### src/rtl/truth_table_probe.sv
// Truth-table probe: sweeps 8 input vectors onto a 3-input gate and assembles its 8-bit hex code.
// Latency: start edge E0 -> done/table valid in the cycle after edge E0 + 8*(SETTLE_CYCLES+1).
// Backpressure: none; start is sampled only in IDLE, ignored otherwise (no queuing).
//
// Optional compare feature: define TT_COMPARE_EN to add the expected/mismatch ports.
// The table output is named table_code because "table" is a reserved Verilog keyword.
module truth_table_probe #(
    parameter int unsigned SETTLE_CYCLES = 4
) (
    input  logic       clk,
    input  logic       rst,
    input  logic       start,
    input  logic       sense,
`ifdef TT_COMPARE_EN
    input  logic [7:0] expected,
    output logic       mismatch,
`endif
    output logic       in1,
    output logic       in2,
    output logic       in3,
    output logic       busy,
    output logic       done,
    output logic [7:0] table_code
);

    typedef enum logic [1:0] {
        IDLE   = 2'd0,
        SETTLE = 2'd1,
        SAMPLE = 2'd2,
        DONE   = 2'd3
    } state_t;

    // Last counter value of the settle window; counter starts at 0 on SETTLE entry.
    localparam logic [7:0] CNT_LAST = 8'(SETTLE_CYCLES - 1);

    state_t     state_q, state_d;
    logic [2:0] v_q, v_d;
    logic [7:0] cnt_q, cnt_d;
    logic [7:0] shreg_q, shreg_d;
    logic [7:0] table_q, table_d;
    logic [7:0] assembled;

`ifdef TT_COMPARE_EN
    logic [7:0] expected_q, expected_d;
    logic       mismatch_q, mismatch_d;
`endif

    // Final code: the bit of row 111 (bit 0) is the sense value captured on this very edge,
    // so table is loaded on the edge that enters DONE and is visible during the DONE cycle.
    assign assembled = {shreg_q[7:1], sense};

    // Next-state, vector/counter sequencing and capture of sense into bit (7 - v).
    always_comb begin
        state_d = state_q;
        v_d     = v_q;
        cnt_d   = cnt_q;
        shreg_d = shreg_q;
        table_d = table_q;
`ifdef TT_COMPARE_EN
        expected_d = expected_q;
        mismatch_d = mismatch_q;
`endif
        case (state_q)
            IDLE: begin
                if (start) begin
                    state_d = SETTLE;
                    v_d     = 3'd0;
                    cnt_d   = 8'd0;
                    shreg_d = 8'd0;
`ifdef TT_COMPARE_EN
                    expected_d = expected;
`endif
                end
            end
            SETTLE: begin
                if (cnt_q == CNT_LAST) begin
                    state_d = SAMPLE;
                    cnt_d   = 8'd0;
                end else begin
                    cnt_d = cnt_q + 8'd1;
                end
            end
            SAMPLE: begin
                shreg_d[3'd7 - v_q] = sense;
                if (v_q == 3'd7) begin
                    state_d = DONE;
                    table_d = assembled;
`ifdef TT_COMPARE_EN
                    mismatch_d = (assembled != expected_q);
`endif
                end else begin
                    state_d = SETTLE;
                    v_d     = v_q + 3'd1;
                    cnt_d   = 8'd0;
                end
            end
            DONE: begin
                state_d = IDLE;
                v_d     = 3'd0;
            end
            default: state_d = IDLE;
        endcase
    end

    // State and datapath registers with synchronous active-high reset.
    always_ff @(posedge clk) begin
        if (rst) begin
            state_q <= IDLE;
            v_q     <= 3'd0;
            cnt_q   <= 8'd0;
            shreg_q <= 8'd0;
            table_q <= 8'd0;
`ifdef TT_COMPARE_EN
            expected_q <= 8'd0;
            mismatch_q <= 1'b0;
`endif
        end else begin
            state_q <= state_d;
            v_q     <= v_d;
            cnt_q   <= cnt_d;
            shreg_q <= shreg_d;
            table_q <= table_d;
`ifdef TT_COMPARE_EN
            expected_q <= expected_d;
            mismatch_q <= mismatch_d;
`endif
        end
    end

    // Outputs decode straight from registered state, so they are glitch-free towards the gate.
    always_comb begin
        busy            = (state_q == SETTLE) || (state_q == SAMPLE);
        done            = (state_q == DONE);
        {in1, in2, in3} = busy ? v_q : 3'b000;
        table_code      = table_q;
`ifdef TT_COMPARE_EN
        mismatch        = mismatch_q;
`endif
    end

endmodule
### config.mk
export PLATFORM = sky130hd
export DESIGN_NAME = truth_table_probe
export DESIGN_NICKNAME = d
export VERILOG_FILES = /design/src/rtl/truth_table_probe.sv
export SDC_FILE = /design/constraint.sdc
export NUM_CORES = 1
export LEC_CHECK = 0
export BUFFER_PORTS_ARGS = -buffer_cell sky130_fd_sc_hd__buf_2
export CORE_UTILIZATION = 60
export DETAILED_ROUTE_END_ITERATION = 12
export PLACE_DENSITY = 0.82
export SLEW_MARGIN = 25
export SYNTH_ARGS = -nofsm -noshare
export SYNTH_HDL_FRONTEND = slang
export SYNTH_SLANG_ARGS = --single-unit
### constraint.sdc
create_clock -name clk -period 3.3 [get_ports clk]
set_input_delay 0.33 -clock clk [delete_from_list [all_inputs] [get_ports clk]]
set_output_delay 0.33 -clock clk [all_outputs]
set_load 0.01 [all_outputs]
Yosys cells after proc, flatten, opt, wreduce, memory -nomap -nowiden
Index checks and enable logic that the tools add are counted.
{ "classes": {"add_sub_neg": 3, "magnitude_cmp": 2, "eq_ne": 8, "muxes": 16, "n_reduce_logical": 11} }
{ "ops": {"columns": ["cell", "n"], "rows": [
  ["two-way mux 8 bit", 3],
  ["case mux 8 bit (3 select lines)", 1],
  ["case mux 8 bit (2 select lines)", 1],
  ["two-way mux 3 bit", 3],
  ["case mux 3 bit (3 select lines)", 1],
  ["adder 8 x 1 -> 8 bit, second input constant", 1],
  ["bitwise mux 8 bit", 1],
  ["equality test 8 x 2 -> 1 bit, second input constant", 1],
  ["case mux 2 bit (4 select lines)", 1],
  ["two-way mux 2 bit", 3],
  ["inequality test 2 bit, second input constant", 3],
  ["AND reduction 2 bit", 3],
  ["AND reduction 3 bit", 2],
  ["nonzero test 3 bit", 2],
  ["equality test 2 bit, second input constant", 2],
  ["less-than comparator 3 x 4 -> 1 bit, second input constant", 1],
  ["adder 3 x 1 -> 3 bit, second input constant", 1],
  ["demux 1 bit (select 3 bit)", 1],
  ["equality test 3 bit, second input constant", 1],
  ["greater-or-equal comparator 3 x 1 -> 1 bit, second input constant", 1],
  ["subtractor 3 bit, first input constant", 1],
  ["equality test 2 x 1 -> 1 bit, second input constant", 1],
  ["logical NOT 2 bit", 1],
  ["nonzero test 2 bit", 1],
  ["other kinds (3)", 3]
]} }
{ "word_totals": {"ff_bits": 29, "inputBits": 4, "out_inout_bits": 13, "word_cells": 45} }

Depth between registers and ports, before layout
Gate-level depths: netlist of run 1.
{ "depth": {"ltp_word": 7, "ltp_mapped": 7, "ltp_nobuf": 6} }

Worst setup path after synthesis of run 1
Ideal clock, no wire load.
{ "synth_path": {"path_kind": "reg-to-reg", "start": "reg state_q[0]", "end": "reg cnt_q[6]", "setup_ns": 0.070, "arrival_ns": 1.771, "t_required_ns": 3.230, "setup_slack_ns": 1.459, "stages_incl_launch_ff": 8, "n_path_buf": 1, "period_less_slack_ns": 1.841, "path_cell_list": "dfxtp_1 > inv_1 > ha_1 > nor2b_1 > clkbuf_1 > or3_1 > or3_1 > a21oi_1"} }
{ "synth_via": {"elab_chain_len": 3, "word_cells_on_any_way": 8, "cone_classes": "eq/ne: 4; mux: 1; reduce/logical: 3"} }
{ "synth_rtl": {"columns": ["item", "line_no", "source"], "rows": [
  ["from (decl)", "36", "state_t state_q, state_d;"],
  ["from (signal assigned)", "118", "state_q <= state_d;"],
  ["equality test 2 bit, or another cell as far along", "63", "case (state_q)"],
  ["inequality test 2 bit (no line) or nonzero test 3 bit (tied branches)", null, null],
  ["AND reduction 3 bit (no line)", null, null],
  ["to (signal assigned)", "120", "cnt_q <= cnt_d;"],
  ["to (decl)", "38", "logic [7:0] cnt_q, cnt_d;"]
]} }
Several ways; a longest one is shown, not always the timed one.
A chain may end at the register's enable or synchronous reset.

Worst setup path in the final report of run 1
Ends and elaborated chain as after synthesis.

==> results of run 1 <==
cells in the mapped netlist, types with 6 or more instances:
master,instances
nor2_1,17
nand3_1,10
o21ai_0,8
or3_1,6
mux2i_1,11
xnor2_1,6
ha_1,7
dfxtp_1,28
a21oi_1,10
clkbuf_1,8
nor2b_1,6
cells by family after synthesis:
| group | after synthesis | synth area share [%] |
|---|---|---|
| simple gates | 66 | 25.3 |
| compound gates | 28 | 13.6 |
| flops | 28 | 40.2 |
| buf+inv | 11 | 2.96 |
| mux | 11 | 7.89 |
| fa+ha+maj | 7 | 6.28 |
| xor+xnor | 6 | 3.77 |
stage by stage:
step / area [sq um] / hold slack, ps / utilization, %
after floorplan: 1400 / 449 / -
after global placement: 1480 / 458 / 66.9
after detailed placement: 1480 / 467 / 66.9
after CTS: 1520 / 286 / 68.6
after global routing: 1520 / 309 / 68.6
final: 1520 / 290 / 68.6
area by class of cell:
| cell class | count | area, sq um | share of cell area [%] |
|---|---|---|---|
| clock buffers | 4 | 36.3 | 2.39 |
| inverters | 3 | 11.3 | 0.743 |
| repair buffers | 16 | 80.1 | 5.28 |
| well taps | 28 | 35.0 | 2.31 |
| flip-flops and latches | 28 | 561 | 37.0 |
| multi-input cells | 118 | 793 | 52.3 |
where the power goes:
part	switching, mW	internal (mW)
Combinational	0.0974	0.0674
Clock	0.0993	0.0676
Sequential	0.0142	0.351
Total	0.211	0.485
sequential cells by signal, indices dropped and copies added, names as in the netlist:
name,cells
cnt_q,8
shreg_q,7
state_q,2
table_code,8
v_q,3
worst max-delay path by stage:
| stage | cells after the start | from | endpoint |
|---|---|---|---|
| floorplan | 7 | state_q[0] | cnt_q[6] |
| global placement | 6 | state_q[0] | cnt_q[6] |
| detailed placement | 6 | state_q[0] | cnt_q[6] |
| CTS | 6 | state_q[0] | cnt_q[6] |
| global route | 6 | state_q[0] | cnt_q[6] |
| finish | 6 | state_q[0] | cnt_q[6] |
worst reg2reg max path, delay by kind of cell, from the launching register on:
kind            cells  cell delay (ps)
compound gates      1              140
fa+ha+maj           1              360
buf+inv             1               90
flops               1              430
simple gates        3             1010
layer usage:
| metal | routed length, microns | global-route usage (%) |
|---|---|---|
| met2 | 1150 | 37.3 |
| met4 | 48 | 12.4 |
| met3 | 130 | 3.33 |
| met5 | 0 | 0 |
| met1 | 1290 | 32.6 |
==> metrics, run 1 <==
register area share after synthesis=40.2%; max_cap viols=0; area grow syn2layout=8.70%; R2R cell count=6; Fillers=194; Antenna diodes=0; WS Path Type=register to register; R2R setup slack=1210 ps; peak supply drop=0.329 mV; synth unique cells=29; DRC viols=0; Initial Util=63.1%; syn_nets=168; total die area=0.00252 sq mm; pwr/cell area=459 mW/mm^2; crit share post-route=63.2%; Post-CTS Hold Buffers=0; EDFF count, synth=0; H-tree levels=1; status=complete, no violations; Final Hold Violating Endpoints=0; Vias=1132; CP Capture Type=register; Final WS setup=1210 ps; WHS Path Cells=3; hold_sp=sense; Slew Viols, Final=0; io pins=17; Die Height=50.2 microns; synthesized area=0.00140 sq mm; clock buffer depth=2; Clock Sinks=28; Synth Register Bits=28; gr usage total=24.2%; setup repair bufs after CTS=0; detailed router's first-iteration violation count=28; share of the synthesized area in the top cell type=40.2%; YS warnings=0; startpoint types=register; WP data arrival=2360 ps; total wire length=2620 microns; initial antenna violation count=0; vias in the first global route=1068; Buf/Inv on CP=1; pre-CTS setup slack=1260 ps; crit-path cells=inv_1 -> ha_1 -> and2_1 -> or3_1 -> or3_1 -> a21oi_1; Reg2Reg Launch Point=state_q[0]; Final Power=0.696 mW; root buf cell=clkbuf_4; Clock Skews=5.34 ps; commonest non-fill, non-tap cell in the layout=dfxtp_1; Post-Syn Area per Cell=8.89 sq um; DR pass1 iterations=4; nets@finish=181; Non-Filler Instances=197; first-pass GRT wire length=4680 microns; post-route ant nets=0; Post-Synthesis Cells=157; ys flop type=dfxtp_1; top cells by area, synth=dfxtp_1 (40%), mux2i_1 (7.9%), ha_1 (6.3%); FMAX=0.480 GHz; Hold Path Class=input pin to register; Critical Path RT=3570 ps; post-CTS resize count=0; Post-synth ARST share=0%; Final setup viols=0; Crit-path slowest cell=dfxtp_1; RSZ-0062 raised after global routing=false; clk slew on worst S/H paths=140 ps; Horiz. Die Dim=50.2 microns; Synth area leader=dfxtp_1; measured slew at the worst slew-check pin=616 ps; WHS Endpoint=table_code[0]; most frequent cells in the layout=dfxtp_1 (28), nor2_1 (17), buf_2 (16), mux2i_1 (11); Num CTS Buffers=3; GP Congestion=0.851; cell family with most CP delay=simple AND/OR/NAND/NOR gates; Detailed Place HPWL=1880 microns; # rows=17; Vias/cell=5.75; max_slew headroom=58.9%; CTS tree=built; pin count of the biggest net entering global routing=23; WL/cell=13.3 microns; P_leak=0.654 nW; most used cell, CP=or3_1; core area=0.00221 sq mm; Final min period=2090 ps; IO Port Bufs=16; latest clock arrival within the worst-skew pair=330 ps; Setup TNS=0 ps; dpl cells=193; crit-path max cell delay=430 ps; layout cells sized above 1=14.2%; grt total ovfl=0; CP max FO=15; RR Endpoint=cnt_q[6]
No activity file was read; power rests on OpenSTA's default activity.
==> run 2: changes to the inputs <==
--- a/config.mk
+++ b/config.mk
@@ -6,9 +6,9 @@
 export NUM_CORES = 1
 export LEC_CHECK = 0
 export BUFFER_PORTS_ARGS = -buffer_cell sky130_fd_sc_hd__buf_2
-export CORE_UTILIZATION = 60
+export CORE_UTILIZATION = 51
 export DETAILED_ROUTE_END_ITERATION = 12
-export PLACE_DENSITY = 0.82
+export PLACE_DENSITY = 0.74
 export SLEW_MARGIN = 25
 export SYNTH_ARGS = -nofsm -noshare
 export SYNTH_HDL_FRONTEND = slang
==> constraint.sdc (replaced) <==
create_clock -name clk -period 1.8 [get_ports clk]
set_input_delay 0.18 -clock clk [delete_from_list [all_inputs] [get_ports clk]]
set_output_delay 0.18 -clock clk [all_outputs]
set_load 0.01 [all_outputs]
==> metrics, run 2 (synthesis results as in run 1) <==
WL/cell=13.6 microns; RSZ-0062 raised after global routing=true; initial antenna violation count=0; total wire length=2940 microns; Slew Viols, Final=0; pin count of the biggest net entering global routing=23; CP Capture Type=register; IO Port Bufs=16; Horiz. Die Dim=54.3 microns; io pins=17; Hold Path Class=input pin to register; nets@finish=200; status=complete, no violations; Fillers=206; vias in the first global route=1154; Clock Sinks=28; grt total ovfl=0; CP max FO=3; Detailed Place HPWL=2040 microns; total die area=0.00295 sq mm; Final min period=1750 ps; clk slew on worst S/H paths=140 ps; P_leak=0.742 nW; R2R setup slack=50 ps; CTS tree=built; Critical Path RT=2050 ps; WP data arrival=2000 ps; first-pass GRT wire length=4830 microns; Die Height=54.3 microns; # rows=18; crit share post-route=97.2%; R2R cell count=6; Num CTS Buffers=3; FMAX=0.571 GHz; detailed router's first-iteration violation count=22; layout cells sized above 1=32.1%; Final setup viols=0; RR Endpoint=cnt_q[6]; core area=0.00252 sq mm; max_cap viols=0; max_slew headroom=71.9%; Crit-path slowest cell=or3_4; final core occ=68.2%; pwr/cell area=784 mW/mm^2; Vias=1218; placed cell areas=0.00160 sq mm; H-tree levels=1; area grow syn2layout=23.2%; Final Power=1.35 mW; Initial Util=55.3%; post-route ant nets=0; Reg2Reg Launch Point=v_q[0]; Clock Skews=6.12 ps; WHS Path Cells=3; Final WS setup=50.2 ps; root buf cell=clkbuf_4; design area=0.00172 sq mm; DR pass1 iterations=4; most frequent cells in the layout=dfxtp_1 (23), buf_4 (19), nor2_1 (17), buf_2 (16), mux2i_1 (11); measured slew at the worst slew-check pin=422 ps; clock buffer depth=2; Final Hold Violating Endpoints=0; area of the multi-input gates=856 sq um; Antenna diodes=0; DRC viols=0; startpoint types=register; latest clock arrival within the worst-skew pair=310 ps; pre-CTS setup slack=-20.9 ps; WHS Endpoint=table_code[0]; GP Congestion=0.842; Setup TNS=0 ps; WS Path Type=register to register; gr usage total=22.0%; crit-path max cell delay=370 ps; crit-path cells=ha_2 -> ha_1 -> and2_4 -> or3_4 -> or3_4 -> a21oi_2; peak supply drop=0.573 mV; Vias/cell=5.61; hold_sp=sense; Post-CTS Hold Buffers=0; Register Area=569 sq um; commonest non-fill, non-tap cell in the layout=dfxtp_1; most used cell, CP=or3_4
==> run 2: cell types whose count changed in the layout (fill, tap and decap cells not counted), sizes merged <==
cell / previous run / this run
clkbuf: 4 / 3
buf: 16 / 35
==> run 2: how the worst max path moves through the flow <==
stage | from | endpoint | cells past startpoint
after floorplan | v_q[0] | cnt_q[6] | 7
after global placement | cnt_q[1] | state_q[1] | 5
after detailed placement | cnt_q[1] | state_q[1] | 5
after CTS | cnt_q[1] | state_q[1] | 5
after global routing | cnt_q[1] | state_q[1] | 5
final | v_q[0] | cnt_q[6] | 6
==> run 2: area by class of cell <==
type | instances | share of cell area, %
Sequential cell | 28 | 33.1
Inverter | 3 | 0.655
Clock buffer | 3 | 1.31
Tap cell | 30 | 2.18
Multi-Input combinational cell | 118 | 49.8
Timing Repair Buffer | 35 | 13.0
==> run 2: what timing repair did <==
action	CTS	global route
setup buffers	2	2
endpoints found under the setup margin	10	11
pin swaps	12	3
gates resized for setup	6	12
==> run 2: power by group <==
part	leakage, nW	switching [mW]	internal (mW)	total [mW]
clock network	0.0138	0.166	0.0782	0.244
registers	0.228	0.0188	0.649	0.667
logic	0.500	0.222	0.214	0.436
==> run 2: critical path: cells and delay by family (launching register included) <==
| kind | cells | cell delay [ps] |
|---|---|---|
| simple gates | 3 | 860 |
| fa+ha+maj | 2 | 360 |
| flops | 1 | 350 |
| compound gates | 1 | 130 |
==> run 2: layer usage <==
metal | part of all wire (%) | up-vias | track usage (%)
met4 | 0.34 | 0 | 5.13
met3 | 3.8 | 2 | 3.33
met1 | 47 | 575 | 28.6
met2 | 49 | 27 | 37.8
met5 | 0 | - | 0
li1 | - | 614 | -
==> run 2: per-stage QoR <==
stage                     cells  hold WS (ps)
after floorplan             157           324
after global placement      210           449
after detailed placement    210           464
after CTS                   215           133
after global routing        217           133
final                       217           133
==> run 3: changes to the inputs <==
--- a/config.mk
+++ b/config.mk
@@ -5,10 +5,12 @@
 export SDC_FILE = /design/constraint.sdc
 export NUM_CORES = 1
 export LEC_CHECK = 0
+export ABC_AREA = 1
 export BUFFER_PORTS_ARGS = -buffer_cell sky130_fd_sc_hd__buf_2
-export CORE_UTILIZATION = 51
+export CORE_UTILIZATION = 54
+export CTS_BUF_LIST = sky130_fd_sc_hd__clkbuf_8
 export DETAILED_ROUTE_END_ITERATION = 12
-export PLACE_DENSITY = 0.74
+export PLACE_DENSITY = 0.78
 export SLEW_MARGIN = 25
 export SYNTH_ARGS = -nofsm -noshare
 export SYNTH_HDL_FRONTEND = slang
==> metrics, run 3 <==
CP Capture Type=register; most common cell in the netlist=nand2_1; measured slew at the worst slew-check pin=312 ps; Final WS setup=175 ps; Register Area=561 sq um; Synth Register Bits=28; Final Hold Violating Endpoints=0; Vias/cell=5.17; Clock Sinks=28; DRC viols=0; max_slew headroom=79.2%; Synth area leader=dfxtp_1; core area=0.00252 sq mm; WP data arrival=1850 ps; Final min period=1630 ps; CTS tree=built; latest clock arrival within the worst-skew pair=280 ps; IO Port Bufs=16; Slew Viols, Final=0; Horiz. Die Dim=54.3 microns; Compound-Gate Fraction of Synth Area=16.0%; top post-synthesis cells by count=nand2_1 (43), inv_1 (29), dfxtp_1 (28), a21oi_1 (22), o21ai_0 (18); gr usage total=22.1%; Initial Util=58.6%; max_cap viols=0; clock buffer depth=2; critical path launch point=v_q[0]; Post-CTS Hold Buffers=0; Setup TNS=0 ps; post-route ant nets=0; Num CTS Buffers=3; WL/cell=11.7 microns; EDFF count, synth=0; initial antenna violation count=0; top cells by area, synth=dfxtp_1 (38%), nand2_1 (11%), a21oi_1 (7.5%); Antenna diodes=0; Critical Path RT=2020 ps; FMAX=0.615 GHz; Post-synth ARST share=0%; first-pass GRT wire length=4570 microns; peak supply drop=0.823 mV; crit share post-route=90.3%; adder-cell share of the synthesized area=5.93%; share of the synthesized area in the top cell type=37.9%; most frequent cells in the layout=nand2_1 (43), inv_1 (29), dfxtp_1 (28), a21oi_1 (22), o21ai_0 (18); synthesized area=0.00148 sq mm; Post-Synth Simple-Gate Area=29.8%; setup repair bufs after CTS=0; commonest non-fill, non-tap cell in the layout=nand2_1; Die Height=54.3 microns; nets@finish=229; combinational family with the most area after synthesis=simple AND/OR/NAND/NOR gates; startpoint types=register; # rows=18; P_leak=0.743 nW; Vias=1277; total wire length=2890 microns; H-tree levels=1; clk slew on worst S/H paths=100 ps; ys flop type=dfxtp_1; pre-CTS setup slack=197 ps; register area share after synthesis=37.9%; Post-Synthesis Cells=200; Reg2Reg Launch Point=v_q[0]; detailed router's first-iteration violation count=47; xor/xnor share of the synthesized area=0.593%; GP Congestion=0.853; hold_sp=sense; DR pass1 iterations=5; synth unique cells=26; post-synthesis mux area share=0%; grt total ovfl=0; vias in the first global route=1098; final core occ=65.3%; WS Path Type=register to register; layout cells sized above 1=18.4%; io pins=17; syn_nets=211; total die area=0.00295 sq mm; Hold Path Class=input pin to register; pin count of the biggest net entering global routing=17; RSZ-0062 raised after global routing=false; CP max FO=8; Final setup viols=0; area of the multi-input gates=773 sq um; root buf cell=clkbuf_8; Detailed Place HPWL=2170 microns; pwr/cell area=1120 mW/mm^2; Clock Skews=2.07 ps; post-CTS resize count=0; area grow syn2layout=11.4%; Post-Syn Area per Cell=7.39 sq um; YS warnings=0; Fillers=219; status=complete, no violations
-- run 3: cell count changes after synthesis, sizes merged, moves of 4 or more --
cell	change
nand2b	-4
o21ai	+11
mux2i	-11
nor2b	-6
or3	-6
inv	+28
clkbuf	-7
a21oi	+13
nand2	+45
and2	-4
xnor2	-6
-- run 3: worst max-delay path, stage by stage (launching register included) --
cell     delay [ps]
dfxtp_1         390
ha_1            260
ha_1            220
nand2_4         100
nand2_4          70
nor2_8          150
nand2_2          90
o21ai_2         130
nand2_1          60
nor2_1           90
-- run 3: per-layer routing --
metal  track usage [%]  up-vias  part of all wire (%)
met1              26.3      556                    46
li1                  -      674                     -
met3              4.17        8                   4.5
met5                 0        -                     0
met4              10.3        0                   2.3
met2              38.0       39                    47
-- run 3: path summary, 6_finish.rpt --
| kind | endpoint | slack [ps] | cells past startpoint |
|---|---|---|---|
| max | cnt_q[4] | 170 | 9 |
| min | table_code[0] | 210 | 3 |
| max reg2reg | cnt_q[4] | 170 | 9 |
| min reg2reg | table_code[1] | 450 | 2 |
-- run 3: report_power, final --
group / internal, mW / switching [mW] / total, mW
sequential: 0.661 / 0.0508 / 0.712
combinational: 0.222 / 0.413 / 0.635
clock: 0.298 / 0.203 / 0.501
-- run 3: logic make-up after synthesis --
kind of cell,count (synthesis)
flops,28
compound gates,43
buf+inv,35
simple gates,86
xor+xnor,1
fa+ha+maj,7
-- run 3: area by class of cell --
type,instances,share of cell area (%)
multi-input combinational,137,47.0
clock inverter,1,1.82
sequential,28,34.0
timing repair buffer,17,5.32
inverter,31,7.07
clock buffer,3,2.51
tap,30,2.28
-- run 3: through the flow --
step	cell area [sq um]	total power [mW]	instances	hold slack, ps
after floorplan	1480	1.24	200	249
after global placement	1580	1.34	243	430
after detailed placement	1580	1.36	243	433
after CTS	1650	1.86	247	196
after global routing	1650	1.96	247	204
final	1650	1.85	247	214
